<file path="src/rtl/tracker_ctrl_pkg.sv">
// Shared types and constants for the camera tracker controller.
package trackerPkg;

  typedef enum logic [1:0] {
    IDLE,
    WAIT_VS,
    BLANK,
    LINE
  } trackerState_e;

  localparam int unsigned SYNC_STAGES     = 2;
  localparam logic [7:0]  COORD_MAX       = 8'd255;
  localparam logic [7:0]  RESET_THRESHOLD = 8'd20;

  function automatic logic [7:0] expand5(input logic [4:0] v);
    return {v, v[4:2]};
  endfunction

  function automatic logic [7:0] expand6(input logic [5:0] v);
    return {v, v[5:4]};
  endfunction

  function automatic logic [7:0] satInc(input logic [7:0] v);
    return (v == COORD_MAX) ? v : v + 8'd1;
  endfunction

endpackage

</file>
<file path="src/rtl/tracker_ctrl_edge_sync.sv">
// Multi-flop synchronizer for an asynchronous strobe, with rise/fall pulses
// derived from the synchronized level.
module edge_sync
  import trackerPkg::*;
#(
  parameter int unsigned STAGES = SYNC_STAGES
) (
  input  logic clk,
  input  logic resetN,
  input  logic raw,
  output logic sync,
  output logic rise,
  output logic fall
);

  logic [STAGES-1:0] chain;
  logic              prev;

  always_ff @(posedge clk or negedge resetN) begin
    if (!resetN) begin
      chain <= '0;
      prev  <= 1'b0;
    end else begin
      chain <= {chain[STAGES-2:0], raw};
      prev  <= chain[STAGES-1];
    end
  end

  assign sync = chain[STAGES-1];
  assign rise = sync & ~prev;
  assign fall = ~sync & prev;

endmodule

</file>
<file path="src/rtl/tracker_ctrl.sv">
// Camera frame tracker front end: syncs camera strobes, assembles RGB565
// pixels with coordinates, and applies target-colour updates at frame start.
module tracker_ctrl
  import trackerPkg::*;
(
  input  logic       clk,
  input  logic       resetN,
  input  logic       camVsync,
  input  logic       camHref,
  input  logic       camPclk,
  input  logic [7:0] camData,
  input  logic       enable,
  input  logic       cfgValid,
  output logic       cfgReady,
  input  logic [7:0] cfgRed,
  input  logic [7:0] cfgGreen,
  input  logic [7:0] cfgBlue,
  input  logic [7:0] cfgThreshold,
  output logic [7:0] targetRed,
  output logic [7:0] targetGreen,
  output logic [7:0] targetBlue,
  output logic [7:0] threshold,
  output logic       pixelValid,
  output logic [7:0] pixelRed,
  output logic [7:0] pixelGreen,
  output logic [7:0] pixelBlue,
  output logic [7:0] pixelX,
  output logic [7:0] pixelY,
  output logic       frameStart,
  output logic       frameDone,
  output logic       busy
);

  logic vsyncSync, vsyncRise, vsyncFall;
  logic hrefSync, hrefRise, hrefFall;
  logic pclkSync, pclkRise, pclkFall;
  logic unusedSync;

  edge_sync #(.STAGES(SYNC_STAGES)) vsyncSyncInst (
    .clk(clk), .resetN(resetN), .raw(camVsync),
    .sync(vsyncSync), .rise(vsyncRise), .fall(vsyncFall)
  );

  edge_sync #(.STAGES(SYNC_STAGES)) hrefSyncInst (
    .clk(clk), .resetN(resetN), .raw(camHref),
    .sync(hrefSync), .rise(hrefRise), .fall(hrefFall)
  );

  edge_sync #(.STAGES(SYNC_STAGES)) pclkSyncInst (
    .clk(clk), .resetN(resetN), .raw(camPclk),
    .sync(pclkSync), .rise(pclkRise), .fall(pclkFall)
  );

  assign unusedSync = ^{hrefSync, pclkSync, pclkFall};

  trackerState_e state;
  logic [7:0]    x, y;
  logic          phase;
  logic [7:0]    byte0;
  logic          pending;
  logic [7:0]    shadowRed, shadowGreen, shadowBlue, shadowThreshold;

  assign cfgReady = ~pending;
  assign busy     = (state != IDLE);

  always_ff @(posedge clk or negedge resetN) begin
    if (!resetN) begin
      state           <= IDLE;
      x               <= '0;
      y               <= '0;
      phase           <= 1'b0;
      byte0           <= '0;
      pending         <= 1'b0;
      shadowRed       <= '0;
      shadowGreen     <= '0;
      shadowBlue      <= '0;
      shadowThreshold <= RESET_THRESHOLD;
      targetRed       <= '0;
      targetGreen     <= '0;
      targetBlue      <= '0;
      threshold       <= RESET_THRESHOLD;
      pixelValid      <= 1'b0;
      pixelRed        <= '0;
      pixelGreen      <= '0;
      pixelBlue       <= '0;
      pixelX          <= '0;
      pixelY          <= '0;
      frameStart      <= 1'b0;
      frameDone       <= 1'b0;
    end else begin
      pixelValid <= 1'b0;
      frameStart <= 1'b0;
      frameDone  <= 1'b0;

      // Config accept and frame-start apply are mutually exclusive on pending.
      if (cfgValid && !pending) begin
        shadowRed       <= cfgRed;
        shadowGreen     <= cfgGreen;
        shadowBlue      <= cfgBlue;
        shadowThreshold <= cfgThreshold;
        pending         <= 1'b1;
      end

      if (!enable) begin
        state <= IDLE;
      end else begin
        unique case (state)
          IDLE: state <= WAIT_VS;
          WAIT_VS: begin
            if (vsyncRise) state <= BLANK;
          end
          BLANK: begin
            if (vsyncRise) begin
              frameDone <= 1'b1;
            end else if (vsyncFall) begin
              frameStart <= 1'b1;
              x          <= '0;
              y          <= '0;
              if (pending) begin
                targetRed   <= shadowRed;
                targetGreen <= shadowGreen;
                targetBlue  <= shadowBlue;
                threshold   <= shadowThreshold;
                pending     <= 1'b0;
              end
            end else if (hrefRise && !vsyncSync) begin
              state <= LINE;
              phase <= 1'b0;
              x     <= '0;
            end
          end
          LINE: begin
            if (vsyncRise) begin
              frameDone <= 1'b1;
              state     <= BLANK;
            end else if (hrefFall) begin
              state <= BLANK;
              phase <= 1'b0;
              y     <= satInc(y);
            end else if (pclkRise) begin
              if (!phase) begin
                byte0 <= camData;
                phase <= 1'b1;
              end else begin
                pixelRed   <= expand5(byte0[7:3]);
                pixelGreen <= expand6({byte0[2:0], camData[7:5]});
                pixelBlue  <= expand5(camData[4:0]);
                pixelX     <= x;
                pixelY     <= y;
                pixelValid <= 1'b1;
                x          <= satInc(x);
                phase      <= 1'b0;
              end
            end
          end
          default: state <= IDLE;
        endcase
      end
    end
  end

endmodule

</file>
<file path="config.mk">
export PLATFORM = sky130hd
export DESIGN_NAME = tracker_ctrl
export DESIGN_NICKNAME = d
export VERILOG_FILES = /design/src/rtl/tracker_ctrl_pkg.sv /design/src/rtl/tracker_ctrl_edge_sync.sv /design/src/rtl/tracker_ctrl.sv
export SDC_FILE = /design/constraint.sdc
export NUM_CORES = 1
export LEC_CHECK = 0
export BUFFER_PORTS_ARGS = -buffer_cell sky130_fd_sc_hd__buf_4
export CAP_MARGIN = 20
export CORE_ASPECT_RATIO = 0.7
export CORE_MARGIN = 2
export CORE_UTILIZATION = 40
export DETAILED_ROUTE_END_ITERATION = 12
export HOLD_SLACK_MARGIN = 0.02
export SLEW_MARGIN = 20
export SYNTH_ARGS = -nofsm -noshare
export SYNTH_HDL_FRONTEND = slang
export SYNTH_HIERARCHICAL = 1
export SYNTH_SLANG_ARGS = --single-unit
</file>
<file path="constraint.sdc">
create_clock -name clk -period 2.2 [get_ports clk]
set_input_delay 0.66 -clock clk [delete_from_list [all_inputs] [get_ports clk]]
set_output_delay 0.66 -clock clk [all_outputs]
set_load 0.1 [all_outputs]
</file>
# Yosys cells after proc, flatten, opt, wreduce, memory -nomap -nowiden

Cells that the tools add are included.

$add $sub $neg: 2
Equality and inequality tests: 23
Multiplexer cells: 50
Bitwise gates (word level): 14
Reductions and logical operators: 15

Operators with widths:

| kind                                                                  | number |
|---|---|
| 8-bit two-way mux                                                     | 13 |
| 8-bit one-hot mux with 2 select lines                                 | 2 |
| 1-bit two-way mux                                                     | 26 |
| 2-bit != test, second input constant                                  | 11 |
| 3-bit != test, second input constant                                  | 6 |
| 8-bit by 1-bit adder with 8-bit output, second input constant         | 2 |
| 8-bit equality test, second input constant                            | 2 |
| 2-bit two-way mux                                                     | 7 |
| 7-bit AND reduction                                                   | 2 |
| 6-bit AND reduction                                                   | 2 |
| 5-bit AND reduction                                                   | 2 |
| 1-bit NOT                                                             | 9 |
| 9-bit AND reduction                                                   | 1 |
| 2-bit one-hot mux with 4 select lines                                 | 1 |
| 1-bit bitwise AND                                                     | 5 |
| 2-bit equality test, second input constant                            | 2 |
| 4-bit != test, second input constant                                  | 1 |
| 2-bit nonzero test                                                    | 2 |
| 2-bit by 1-bit equality test with 1-bit output, second input constant | 1 |
| 1-bit logical AND                                                     | 2 |
| 1-bit logical NOT                                                     | 2 |
| 2-bit logical NOT                                                     | 1 |
| 1-bit one-hot mux with 2 select lines                                 | 1 |
| 2-bit OR reduction                                                    | 1 |

Register bits: 144
Input port bits: 47
Output and inout port bits: 77
Word-level logic and storage cells: 132

# Longest topological paths before layout

Depth in word-level cells: 8
Depth in mapped cells: 8
Mapped depth without buffers: 6

# Hierarchy

Netlist, hierarchy kept.

Modules (own cells, without submodules):

| module       | instances | cells an instance | area an instance (µm²) |
|---|---|---|---|
| tracker_ctrl | 1         | 427               | 5247.5 |
| edge_sync    | 3         | 5                 | 90.1 |

# Least setup slack after synthesis

Ideal clock, no wire load.

Path kind: reg2out
From: register pixelBlue[5]
To: output port pixelBlue[5]
Arrival: 1.340 ns
Slack: 0.200 ns
Cell stages (with the launch flop): 2
Path buffers: 1
Cell sequence: dfrtp_1 > buf_4

RTL lines:

| what                   | line                | text |
|---|---|---|
| from (decl)            | tracker_ctrl.sv:26  | `output logic [7:0] pixelBlue,` |
| from (signal assigned) | tracker_ctrl.sv:147 | `pixelBlue <= expand5(camData[4:0]);` |

No word-level cell between the ends.

# Worst setup path after layout

From: register state[0]
To: output port busy

Longest elaborated chain between the ends: 1

Ends and longest elaborated chain:

| what                   | line                | text |
|---|---|---|
| from (decl)            | tracker_ctrl.sv:56  | `trackerState_e state;` |
| from (signal assigned) | tracker_ctrl.sv:68  | `state <= IDLE;` |
| from (signal assigned) | tracker_ctrl.sv:105 | `state <= IDLE;` |
| from (signal assigned) | tracker_ctrl.sv:108 | `IDLE: state <= WAIT_VS;` |
| 2-bit nonzero test     | tracker_ctrl.sv:64  | `assign busy = (state != IDLE);` |
| to (decl)              | tracker_ctrl.sv:31  | `output logic busy` |

No other way between the ends.

==> impl_results.md <==
* Data required time of the critical path at 1.54 ns
* Largest net degree at the start of global routing at 62
* Pre-Repair DR Iteration Count at 4
* Slew @ Worst Pin at 0.437 ns
* Total cell area at the placement stage at 6630 um2
* Signed area change from the synthesized netlist to the final layout at 32.0%
* LEAKAGE at 3.73 nW
* Per-cell routed wire length at 15.0 um
* Max Freq at 473 MHz
* Setup clock skew after layout at 0.00865 ns
* Quantity of hold-fixing buffers added after cts at 0
* Final slew viol count at 0
* GR Util All Layers at 16.2%
* Starting utilization of the core area at 41.4%
* Via count of the first global-routing pass at 3,711
* Worst setup slack for register-to-register paths at 0.27 ns
* Result of the run: complete, no violations
* Mapped Avg Cell Area at 12.5 um2
* Final net count at 616
* Unrepaired setup endpoints after global routing: false
* Post-detail-place hpwl at 7810 um
* Cell count of the worst reg-to-reg path at 5
* Final worst path period share at 96.2%
* Via-per-instance ratio at 4.86
* GP Congestion at 0.809
* Post-synthesis cell count at 441
* PD cells at 985 nW/um2
* DRC violations left at 0
* YS warnings at 6
* Maximum resistive drop on vdd at 0.560 mV
* Horizontal die dimension at 144 um
* Insertion delay of the later-clocked pin in the worst-skew pair at 0.40 ns
* CTS clk-pin slew, worst paths at 0.06 ns
* WS Path Type: reg -> out
* Final-layout setup total negative slack at 0 ns
* Clock Tree Buf Depth at 2
* CTS Buf Count at 17
* Max_cap viols at 0
* Wire length of the first global-routing pass at 18,500 um
* Root Driver: clkbuf_16
* Initial drt markers at 160
* Post-Synthesis Cell Area at 5510 um2
* Fraction of final layout cells sized beyond drive strength 1 at 37.2%
* Shortest clock period the worst path allows after layout at 2.12 ns
* H-tree Lvls at 4
* R2r endpoint: byte0[0]
* Standard cell core area at 13,300 um2
* Final Total Pwr at 0.00716 W
* HP Class: in -> async
* I/O Buffers at 123
* Number of antenna violations at the first check in global routing at 0
* Launching element type of the critical path: register
* Vias after detailed routing at 3,706
* Die area at 14,700 um2
* # Post-CTS Setup Buffers at 0
* Final design instance area without fill at 7270 um2
* Std-Cell Rows at 35
* # resized after CTS at 0
* Reg-to-reg startpoint: vsyncSyncInst/chain[1]
* GR Overflow Total at 0
* Nature of the critical path endpoint: primary output
* Crit Path Max Fanout at 11
* Antenna diode instance count at 0
* Aggregate routed wire length at 11,400 um
* Clock Sinks at 136
* Syn nets at 490
* Die H at 102 um
* Final setup vio count at 0
* IO Count at 124
* CTS tree: done
* Arrival time at the worst endpoint at 1.46 ns
* Final ANT Viol Nets at 0
* Number of hold violations in the final report at 0
* Remaining max-slew budget at the tightest pin at 70.8%
* Final-layout fill cell count at 1,157
## layout make-up
class                      count  area, um2  area share (%)
sequential                   136       3410            46.9
timing repair buffer         132       1040            14.4
clock buffer                  19        443            6.09
tap                          185        231            3.18
clock inverter                11        198            2.72
inverter                       5       18.8           0.258
multi-input combinational    275       1930            26.5
## state kept, by name (all words and copies together), names as in the netlist, 5 cells and up
register / count
byte0: 8
pixelRed: 5
shadowBlue: 8
x: 8
threshold: 8
targetRed: 8
targetBlue: 8
shadowRed: 8
shadowThreshold: 8
y: 8
pixelBlue: 5
pixelY: 8
targetGreen: 8
shadowGreen: 8
pixelGreen: 6
pixelX: 8
## cell usage in the layout, fill, tap and decap left out, types with 3 or more instances in the layout
cell type and instances:
dfstp_2 4, mux2_1 39, nand2_1 102, and2_1 3, bufinv_16 5, a21oi_1 9, a2bb2oi_1 3, nor2_1 8
clkinv_4 3, nor2b_1 5, buf_4 127, o21a_1 5, buf_12 4, dfrtp_1 132, mux2_2 34, clkbuf_16 17
nor3_1 3, inv_1 4, and3_1 3, nand3_1 6, nand2b_1 4, o21ai_0 7
## per-stage QoR
stage | setup WS, ns | hold WS (ns) | utilization [%] | instances
CTS | 0.0734 | 0.164 | 54.6 | 763
global placement | 0.211 | 0.336 | 49.8 | 733
floorplan | 0.200 | 0.331 | - | 441
global route | 0.0357 | 0.190 | 54.6 | 763
detailed placement | 0.158 | 0.343 | 49.8 | 733
finish | 0.0843 | 0.169 | 54.6 | 763
## worst max-delay path, stage by stage, from the launching register on
cell	delay, ns
dfrtp_1	0.49
or2_2	0.33
buf_4	0.23
## routing by layer
metal | up-vias | GRT usage (%) | routed length [um]
met2 | 111 | 23.5 | 4980
met4 | 0 | 6.57 | 121
li1 | 1748 | - | -
met3 | 9 | 3.61 | 568
met5 | - | 0 | 0
met1 | 1838 | 23.6 | 5760
## where the power goes
part	internal [W]	switching (W)
combinational	0.000349	0.000806
clock	0.00204	0.00105
sequential	0.00278	0.000146
total	0.00516	0.00200
## worst max-delay path by stage
| stage | start | depth (start not counted) | end |
|---|---|---|---|
| 6_report | state[0] | 2 | busy |
| 5_1_grt | state[0] | 2 | busy |
| 4_1_cts | state[0] | 2 | busy |
| 3_5_place_dp | enable | 5 | byte0[0] |
| 3_3_place_gp | enable | 5 | byte0[5] |
| 2_1_floorplan | pixelBlue[5] | 1 | pixelBlue[5] |
Note: power is estimated with default switching activity, not from simulation.
